**src/rtl/camera_pkg.sv**
```systemverilog
// rtl/camera_pkg.sv - frame geometry, pixel type and capture state shared by capture and scan-out
package camera_pkg;
  localparam int H_PIXELS    = 640;
  localparam int V_LINES     = 480;
  localparam int FRAME_WORDS = H_PIXELS * V_LINES;
  localparam int ADDR_W      = 19;
  localparam int SYNC_STAGES = 2;

  typedef logic [11:0] pixel_t;

  typedef enum logic {
    WAIT_FRAME = 1'b0,
    ACTIVE     = 1'b1
  } cap_state_t;
endpackage

```
**src/rtl/cam_sync_edge.sv**
```systemverilog
// rtl/cam_sync_edge.sv - multi-flop synchroniser with rise/fall detection on the synchronised level
module cam_sync_edge #(
  parameter int STAGES = 2
) (
  input  logic i_clk,
  input  logic i_rst_n,
  input  logic i_d,
  output logic o_level,
  output logic o_rise,
  output logic o_fall
);
  logic [STAGES-1:0] r_sync;
  logic              r_prev;

  always_ff @(posedge i_clk or negedge i_rst_n) begin
    if (!i_rst_n) begin
      r_sync <= '0;
      r_prev <= 1'b0;
    end else begin
      r_sync <= {r_sync[STAGES-2:0], i_d};
      r_prev <= r_sync[STAGES-1];
    end
  end

  assign o_level = r_sync[STAGES-1];
  assign o_rise  = r_sync[STAGES-1] & ~r_prev;
  assign o_fall  = ~r_sync[STAGES-1] & r_prev;
endmodule

```
**src/rtl/ov7670_capture.sv**
```systemverilog
// rtl/ov7670_capture.sv - OV7670 RGB444 byte-pair capture into the frame RAM write port
module ov7670_capture #(
  parameter int H_PIXELS    = camera_pkg::H_PIXELS,
  parameter int V_LINES     = camera_pkg::V_LINES,
  parameter int ADDR_W      = camera_pkg::ADDR_W,
  parameter int SYNC_STAGES = camera_pkg::SYNC_STAGES
) (
  input  logic               clk25,
  input  logic               rst_n,
  input  logic               cam_pclk,
  input  logic               cam_vsync,
  input  logic               cam_href,
  input  logic [7:0]         cam_data,
  output logic [ADDR_W-1:0]  frame_addr,
  output camera_pkg::pixel_t frame_pixel,
  output logic               frame_we,
  output logic               frame_done,
  output logic               frame_err
);
  import camera_pkg::*;

  localparam int              LW    = $clog2(V_LINES + 1);
  localparam int              PW    = $clog2(H_PIXELS + 1);
  localparam logic [ADDR_W:0] FW_W  = (ADDR_W+1)'(H_PIXELS * V_LINES);
  localparam logic [LW-1:0]   V_CNT = LW'(V_LINES);
  localparam logic [PW-1:0]   H_CNT = PW'(H_PIXELS);

  logic w_pclk_level, w_pclk_rise, w_pclk_fall;
  logic w_vs_level, w_vs_rise, w_vs_fall;
  logic w_href, w_href_rise, w_href_fall;
  logic w_unused;
  logic [7:0] w_data;
  logic [ADDR_W:0] w_written;

  cam_sync_edge #(.STAGES(SYNC_STAGES)) u_pclk (
    .i_clk(clk25), .i_rst_n(rst_n), .i_d(cam_pclk),
    .o_level(w_pclk_level), .o_rise(w_pclk_rise), .o_fall(w_pclk_fall)
  );
  cam_sync_edge #(.STAGES(SYNC_STAGES)) u_vsync (
    .i_clk(clk25), .i_rst_n(rst_n), .i_d(cam_vsync),
    .o_level(w_vs_level), .o_rise(w_vs_rise), .o_fall(w_vs_fall)
  );
  cam_sync_edge #(.STAGES(SYNC_STAGES)) u_href (
    .i_clk(clk25), .i_rst_n(rst_n), .i_d(cam_href),
    .o_level(w_href), .o_rise(w_href_rise), .o_fall(w_href_fall)
  );

  assign w_unused = &{w_pclk_level, w_pclk_fall, w_vs_level, w_href_rise};

  // Data gets the same depth as pclk so the byte lines up with its edge.
  logic [7:0] r_data_dly [SYNC_STAGES];
  always_ff @(posedge clk25 or negedge rst_n) begin
    if (!rst_n) begin
      for (int i = 0; i < SYNC_STAGES; i++) r_data_dly[i] <= '0;
    end else begin
      r_data_dly[0] <= cam_data;
      for (int i = 1; i < SYNC_STAGES; i++) r_data_dly[i] <= r_data_dly[i-1];
    end
  end
  assign w_data = r_data_dly[SYNC_STAGES-1];

  cap_state_t        r_state;
  logic [ADDR_W-1:0] r_addr;
  pixel_t            r_pixel;
  logic              r_we, r_done, r_err, r_phase, r_bad_line, r_ovf;
  logic [3:0]        r_byte0;
  logic [LW-1:0]     r_line_cnt;
  logic [PW-1:0]     r_pix_cnt;

  // A write still in flight has not yet advanced the address.
  assign w_written = {1'b0, r_addr} + {{ADDR_W{1'b0}}, r_we};

  always_ff @(posedge clk25 or negedge rst_n) begin
    if (!rst_n) begin
      r_state    <= WAIT_FRAME;
      r_addr     <= '0;
      r_pixel    <= '0;
      r_we       <= 1'b0;
      r_done     <= 1'b0;
      r_err      <= 1'b0;
      r_phase    <= 1'b0;
      r_byte0    <= '0;
      r_line_cnt <= '0;
      r_pix_cnt  <= '0;
      r_bad_line <= 1'b0;
      r_ovf      <= 1'b0;
    end else begin
      r_we   <= 1'b0;
      r_done <= 1'b0;
      if (r_we) r_addr <= r_addr + 1'b1;
      case (r_state)
        WAIT_FRAME: begin
          if (w_vs_fall) begin
            r_state    <= ACTIVE;
            r_addr     <= '0;
            r_phase    <= 1'b0;
            r_pix_cnt  <= '0;
            r_line_cnt <= '0;
            r_bad_line <= 1'b0;
            r_ovf      <= 1'b0;
          end
        end
        ACTIVE: begin
          if (w_vs_rise) begin
            r_state <= WAIT_FRAME;
            r_done  <= 1'b1;
            r_err   <= (w_written != FW_W) || (r_line_cnt != V_CNT) || r_bad_line || r_ovf;
          end else if (w_href_fall) begin
            r_phase   <= 1'b0;
            r_pix_cnt <= '0;
            if (r_line_cnt != '1) r_line_cnt <= r_line_cnt + 1'b1;
            if (r_pix_cnt != H_CNT) r_bad_line <= 1'b1;
          end else if (w_pclk_rise && w_href) begin
            if (!r_phase) begin
              r_byte0 <= w_data[3:0];
              r_phase <= 1'b1;
            end else begin
              r_phase <= 1'b0;
              if (r_pix_cnt != '1) r_pix_cnt <= r_pix_cnt + 1'b1;
              if ({1'b0, r_addr} == FW_W) begin
                r_ovf <= 1'b1;
              end else begin
                r_pixel <= {r_byte0, w_data};
                r_we    <= 1'b1;
              end
            end
          end
        end
        default: r_state <= WAIT_FRAME;
      endcase
    end
  end

  assign frame_addr  = r_addr;
  assign frame_pixel = r_pixel;
  assign frame_we    = r_we;
  assign frame_done  = r_done;
  assign frame_err   = r_err;
endmodule

```
**config.mk**
```make
export PLATFORM = sky130hd
export DESIGN_NAME = ov7670_capture
export DESIGN_NICKNAME = d
export VERILOG_FILES = /design/src/rtl/camera_pkg.sv /design/src/rtl/cam_sync_edge.sv /design/src/rtl/ov7670_capture.sv
export SDC_FILE = /design/constraint.sdc
export NUM_CORES = 1
export LEC_CHECK = 0
export ABC_AREA = 1
export BUFFER_PORTS_ARGS = -buffer_cell sky130_fd_sc_hd__buf_2
export CAP_MARGIN = 20
export CORE_UTILIZATION = 40
export CTS_CLUSTER_SIZE = 20
export DETAILED_ROUTE_END_ITERATION = 8
export SETUP_SLACK_MARGIN = 0.5
export SYNTH_ARGS = -nofsm -noshare
export SYNTH_HDL_FRONTEND = slang
export SYNTH_SLANG_ARGS = --single-unit
```
**constraint.sdc**
```tcl
create_clock -name clk25 -period 3.6 [get_ports clk25]
set_clock_uncertainty 0.15 [all_clocks]
set_input_delay 0.72 -clock clk25 [delete_from_list [all_inputs] [get_ports clk25]]
set_output_delay 0.72 -clock clk25 [all_outputs]
set_load 0.01 [all_outputs]
```
==> results of run 1 <==
## area by class of cell
cell class / count / area [um2] / area share, %
clock buffers: 9 / 123.9 / 2.544
clock inverters: 7 / 75.07 / 1.542
inverters: 79 / 304.0 / 6.245
multi-input cells: 352 / 1790 / 36.78
flip-flops and latches: 86 / 2152 / 44.20
well taps: 136 / 170.2 / 3.495
repair buffers: 47 / 252.7 / 5.191
## cells by family (layout without fill, tap and decap cells)
group / count (synthesis) / in the layout / share of synthesized area [%]
compound gates: 66 / 66 / 8.317
xor+xnor: 9 / 9 / 1.838
buf+inv: 84 / 142 / 8.053
fa+ha+maj: 10 / 10 / 2.918
simple gates: 267 / 267 / 28.68
flops: 86 / 86 / 50.19
## cells in the mapped netlist, types with 2 or more instances
library cell	count
nand4_1	14
xor2_1	9
dfrtp_1	86
a21oi_1	18
nor3_1	12
nor4_1	4
nand2_1	127
o21ai_1	7
buf_6	2
nand2_4	3
inv_1	72
ha_1	10
o21ai_2	2
nand3_4	2
nand2_2	5
nor2_1	49
nand3_1	36
inv_2	4
nor2_2	8
buf_4	2
o21ai_0	33
nor3_2	2
nor2_4	2
## where the power goes
group | internal, W | switching, W
clock | 0.000275 | 0.000412
sequential | 0.00109 | 0.0000830
combinational | 0.000134 | 0.000235
## per-layer routing
layer  vias up  global-route usage [%]  share of wire (%)  wire, um
li1       1781                       -                  -         -
met1      1709                   24.94                 47      4510
met2        65                   30.50                 48      4534
met3        11                   2.721                3.7       350
met4         0                   7.341                1.4       131
met5         -                       0                  0         0
## sequential cells by signal, indices dropped and copies added (netlist names)
signal	count
w_data	8
frame_err	1
frame_we	1
r_phase	1
u_vsync.r_prev	1
u_href.r_prev	1
r_ovf	1
u_vsync.r_sync	2
u_pclk.r_sync	2
r_state	1
r_data_dly	8
r_bad_line	1
frame_addr	19
frame_done	1
frame_pixel	12
r_line_cnt	9
u_pclk.r_prev	1
u_href.r_sync	2
r_byte0	4
r_pix_cnt	10
## worst reg2reg max path: cells and delay by family (launching register included)
| kind | cells | cell delay (ns) |
|---|---|---|
| fa+ha+maj | 2 | 0.56 |
| buf+inv | 1 | 0.04 |
| flops | 1 | 0.47 |
| simple gates | 10 | 1.16 |
## stage by stage
stage	cell area (um2)	setup slack [ns]
after floorplan	4288	1.629
after global placement	4669	1.207
after detailed placement	4669	1.151
after CTS	4868	1.117
after global routing	4868	0.9227
final	4868	1.118
## worst paths after layout
path | from | end | depth (start not counted)
max reg2reg | frame_we | frame_err | 13
min reg2reg | u_vsync.r_sync[0] | u_vsync.r_sync[1] | 0
min | rst_n | frame_addr[11] | 2
max in group asynchronous | rst_n | r_data_dly[8] | 2
min in group clk25 | u_vsync.r_sync[0] | u_vsync.r_sync[1] | 0
max | frame_we | frame_err | 13
==> key figures, run 1 <==
Clock tree
  • Hold Buf Count CTS: 0
  • Clock-pin slew on the worst setup and hold paths: 0.11 ns
  • Root Driver: clkbuf_8
  • CTS tree: done
  • Quantity of gates resized following cts: 0
  • Max H-tree Level: 3
  • # Post-CTS Setup Buffers: 0
  • Clk_lat worst skew: 0.37 ns
  • Clk buf depth: 2
  • CTS Sinks: 86
  • CTS Buf Count: 9

Worst setup path
  • Crit path capture type: flop
  • CP most frequent cell: nand2_1
  • Crit-path max FO: 7
  • R2R Setup Slk: 1.12 ns
  • Required @ worst endpoint: 3.71 ns
  • Critical-path cell list: ha_1 -> ha_1 -> nand3_1 -> nor2_1 -> nand3_1 -> nand2_1 -> nand2_1 -> nor2_1 -> nand2_1 -> nor2_1 -> nand3_1 -> nand2_1 -> inv_1
  • Crit path buffers/inverters: 1
  • Slowest stage cell on the critical path: dfrtp_1
  • WP data arrival: 2.59 ns
  • Startpoint Class: flop
  • Delay-heaviest family, CP: simple AND/OR/NAND/NOR gates
  • Largest stage delay, worst path: 0.47 ns
  • Kind of critical path: reg2reg

Floorplan
  • Initial Util: 41.35%
  • # IOs: 47
  • Die Area: 11140 um2
  • Die height: 105.5 um
  • Die width: 105.5 um
  • Core ar.: 10370 um2
  • Cell row count: 37

STA
  • Max Fclk: 402.8 MHz
  • Worst Max-Slew Pin Slew: 0.4901 ns
  • Final Hold Fails: 0
  • Worst hold margin: 0.1816 ns
  • Final setup vio count: 0
  • RSZ-0062 raised after global routing: no
  • Fin crit share: 68.95%
  • Slew Viols, Final: 0
  • Worst slew margin: 67.32%
  • Setup TNS: 0 ns
  • Tmin final: 2.482 ns

Final layout
  • Commonest non-fill, non-tap cell in the layout: nand2_1
  • Post-layout nets: 598
  • Fillers: 1082
  • Commonest cells after routing, fill and taps aside: nand2_1 (127), dfrtp_1 (86), inv_1 (72)
  • ANT cells: 0
  • Final Non-Filler Cells: 716
  • Fin util: 46.95%
  • Synth-to-layout area growth: 13.54%
  • Fraction of layout cells with a size suffix above 1: 16.72%

Pwr
  • Power Total: 0.002228 W
  • P_leak: 2.333 nW
  • PwrDens: 457.6 nW/um2
  • VDD IR max: 0.3395 mV

Routing
  • Antenna-violating nets left: 0
  • Wire length per cell: 13.31 um
  • First-iteration detailed-routing DRC count: 171
  • Via density: 4.980
  • Drt pass-1 iters: 4
  • Routed wire length: 9527 um
  • Post-route DRC: 0
  • Vias: 3566

Global route
  • First-pass GRT wire length: 16300 um
  • Initial antenna violation count: 0
  • Number of global-route vias before repair: 3379
  • GRT Overall Usage: 18.63%
  • Largest net degree at the start of global routing: 87
  • Congestion Overflow GR: 0

Placement
  • RD Place Congestion: 0.8737
  • PortBufs: 46
  • Dpl cells: 700
  • HPWL Detailed: 6879 um

Yosys
  • Avg Cell Area, Syn: 8.214 um2
  • #FFs+latches synth: 86
  • Share of the synthesized area in the top cell type: 50.19%
  • Ys Warns: 0
  • Primary FF master, synth: dfrtp_1
  • Synth top area cells: dfrtp_1 (50%), nand2_1 (11%), inv_1 (6.3%), nor2_1 (4.3%), nand3_1 (4.2%)
  • Post-synth EDFFs: 0
  • Sequential area share after synthesis: 50.19%
  • Mapped Cells: 522
  • Post-Syn Area: 4288 um2
  • Asr flop ratio synth: 100.0%
  • Area leader, netlist: dfrtp_1
  • Number of distinct library cells after synthesis: 36
  • Post-Syn Nets: 545

Min path
  • Hold Path Class: in2async

Outcome
  • Outcome: complete, no violations

Job
  • Max-Cap Viols: 0
Power figures use the tool's default switching activity.
==> run 2: changes to the inputs <==
Settings changed: ABC_AREA 1 to 0.
Clock period 3.6 ns to 2.3 ns, I/O delays scaled along.
==> run 2 against run 1 <==
Compared with the run above:
- sequential cell count is the same
- synthesized cell count shrank 29%
- global-route usage grew 0.52 points
==> key figures, run 2 <==
Floorplan
  • Cell row count: 36
  • Core ar.: 9819 um2
  • Die width: 102.9 um
  • Initial Util: 41.49%
  • Die height: 102.9 um
  • # IOs: 47
  • Die Area: 10590 um2

Final layout
  • Fraction of layout cells with a size suffix above 1: 43.38%
  • Commonest non-fill, non-tap cell in the layout: dfrtp_1
  • Synth-to-layout area growth: 32.68%
  • Number of flip-flops in the largest register: 19
  • ANT cells: 0
  • Fillers: 859
  • Post-layout nets: 486
  • Commonest cells after routing, fill and taps aside: dfrtp_1 (74), buf_2 (45), buf_4 (40)

STA
  • Worst slew margin: 60.29%
  • RSZ-0062 raised after global routing: yes
  • Tmin final: 2.117 ns
  • Final setup vio count: 0
  • Fin crit share: 92.05%
  • Final Hold Fails: 0
  • Max Fclk: 472.4 MHz
  • Setup TNS: 0 ns
  • Slew Viols, Final: 0
  • Worst Max-Slew Pin Slew: 0.5956 ns

Yosys
  • Top post-synthesis cells by count: dfrtp_1 (86), nor2_1 (40), nand2_1 (22), nand3_1 (20)
  • Synth top area cells: dfrtp_1 (53%), nor2_1 (3.7%), xor2_1 (3.7%), mux2_4 (3.3%), ha_1 (3.1%)
  • Asr flop ratio synth: 100.0%
  • Ys Warns: 0
  • Sequential area share after synthesis: 52.83%
  • Primary FF master, synth: dfrtp_1
  • Post-Syn Area: 4074 um2
  • Avg Cell Area, Syn: 10.92 um2
  • #FFs+latches synth: 86
  • Count leader, synth: dfrtp_1
  • Post-synth EDFFs: 0
  • Mapped Cells: 373
  • Number of distinct library cells after synthesis: 59
  • Share of the synthesized area in the top cell type: 52.83%
  • Area leader, netlist: dfrtp_1
  • Post-Syn Nets: 396

Worst setup path
  • Kind of critical path: reg2reg
  • Largest stage delay, worst path: 0.54 ns
  • CP most frequent cell: nand4_4
  • Required @ worst endpoint: 2.41 ns
  • WP data arrival: 2.23 ns
  • Crit path capture type: flop
  • Critical-path cell list: or4_4 -> nor4_4 -> nand4_4 -> nand4_4 -> mux2_2
  • Crit-path max FO: 7
  • Startpoint Class: flop
  • Slowest stage cell on the critical path: or4_4

Routing
  • Vias: 3171
  • Wire length per cell: 15.82 um
  • Post-route DRC: 0
  • Routed wire length: 9507 um
  • Antenna-violating nets left: 0
  • Drt pass-1 iters: 5
  • First-iteration detailed-routing DRC count: 112
  • Via density: 5.276

Pwr
  • Sequential power share: 53.7%
  • VDD IR max: 0.3808 mV
  • Switching Share: 29.01%
  • P_leak: 2.464 nW
  • PwrDens: 572.6 nW/um2
  • Combinational share of power: 11.2%
  • Clk pwr share: 35.1%
  • Power Total: 0.003095 W
  • Internal Power: 0.002197 W
  • Switch Pwr: 0.0008979 W

Global route
  • Number of global-route vias before repair: 3038
  • Congestion Overflow GR: 0
  • Largest net degree at the start of global routing: 44
  • First-pass GRT wire length: 15380 um
  • Initial antenna violation count: 0
  • GRT Overall Usage: 19.15%

Clock tree
  • Clk buf depth: 2
  • CTS tree: done
  • CTS Buf Count: 9
  • Max H-tree Level: 3
  • CTS Sinks: 86
  • Root Driver: clkbuf_8
  • Clock-pin slew on the worst setup and hold paths: 0.10 ns
  • Clk_lat worst skew: 0.37 ns

Min path
  • Hold Path Class: in2reg

Placement
  • HPWL Detailed: 6092 um
  • RD Place Congestion: 0.8235
  • PortBufs: 46

Outcome
  • Outcome: complete, no violations

Job
  • Max-Cap Viols: 0
-- run 2: cell types whose count changed after synthesis, moves of 10 or more --
cell,before,now
and3_1,0,10
clkbuf_1,1,12
inv_1,72,14
nand2_1,127,22
nand3_1,36,20
o21ai_0,33,11
xnor2_1,0,11
-- run 2: worst paths after layout --
| check | from | end | slack, ns | cells after the start |
|---|---|---|---|---|
| max | frame_addr[7] | frame_pixel[1] | 0.18 | 5 |
| max in group asynchronous | rst_n | w_data[2] | 0.87 | 3 |
| min | cam_data[7] | r_data_dly[15] | 0.04 | 1 |
| max reg2reg | frame_addr[7] | frame_pixel[1] | 0.18 | 5 |
| min in group asynchronous | rst_n | frame_addr[0] | 0.47 | 2 |
| min reg2reg | r_data_dly[9] | w_data[1] | 0.21 | 0 |
-- run 2: final cells by class --
| cell class | instances | area (um2) | area share (%) |
|---|---|---|---|
| clock buffer | 9 | 123.9 | 2.292 |
| tap | 133 | 166.4 | 3.079 |
| timing repair buffer | 99 | 690.7 | 12.78 |
| clock inverter | 7 | 75.07 | 1.389 |
| inverter | 14 | 52.55 | 0.9722 |
| multi-input combinational | 253 | 2130 | 39.40 |
| sequential | 86 | 2167 | 40.09 |
-- run 2: cells by family after synthesis --
family	synth area share, %
and+or+nand+nor	21.22
AOI/OAI and AO/OA	6.634
muxes	6.020
DFF	52.83
adders and majority gates	3.317
xor gates and xnor gates	6.020
buffers and inverters	3.962
-- run 2: metrics by stage --
step	util, %	instances	hold WS (ns)	cell area (um2)	setup slack (ns)
floorplan	-	373	0.01441	4203	0.09391
global placement	47.07	548	0.1820	4622	0.1401
detailed placement	47.07	548	0.1847	4622	0.06022
CTS	52.14	582	0.02252	5120	0.1668
global route	55.05	601	0.01849	5405	0.09527
finish	55.05	601	0.04195	5405	0.1830
-- run 2: power groups by stage --
stage / clock network [W] / registers, W / logic [W]
finish: 0.00109 / 0.00166 / 0.000347
global route: 0.00118 / 0.00167 / 0.000386
CTS: 0.00111 / 0.00166 / 0.000316
detailed placement: 0 / 0.00170 / 0.000268
global placement: 0 / 0.00169 / 0.000262
floorplan: 0 / 0.00169 / 0.000150
-- run 2: worst max-delay path, delay by kind of cell (launching register included) --
kind / cells / cell delay [ns]
mux: 1 / 0.36
flops: 1 / 0.39
simple gates: 4 / 1.10
-- run 2: metal layers --
| layer | vias up | global-route usage (%) | share of wire (%) |
|---|---|---|---|
| li1 | 1512 | - | - |
| met1 | 1550 | 26.13 | 46 |
| met2 | 84 | 29.49 | 48 |
| met3 | 25 | 3.661 | 3.4 |
| met4 | 0 | 8.992 | 2.9 |
| met5 | - | 0 | 0 |
-- run 2: what timing repair did --
action                     4_1_cts  5_1_grt
gates resized for setup         37       34
hold buffers                     1        0
setup endpoints to repair       39       46
hold endpoints to repair        41        0
buffers inserted                16       19
cloned                           1        0
pin swaps                       20       13
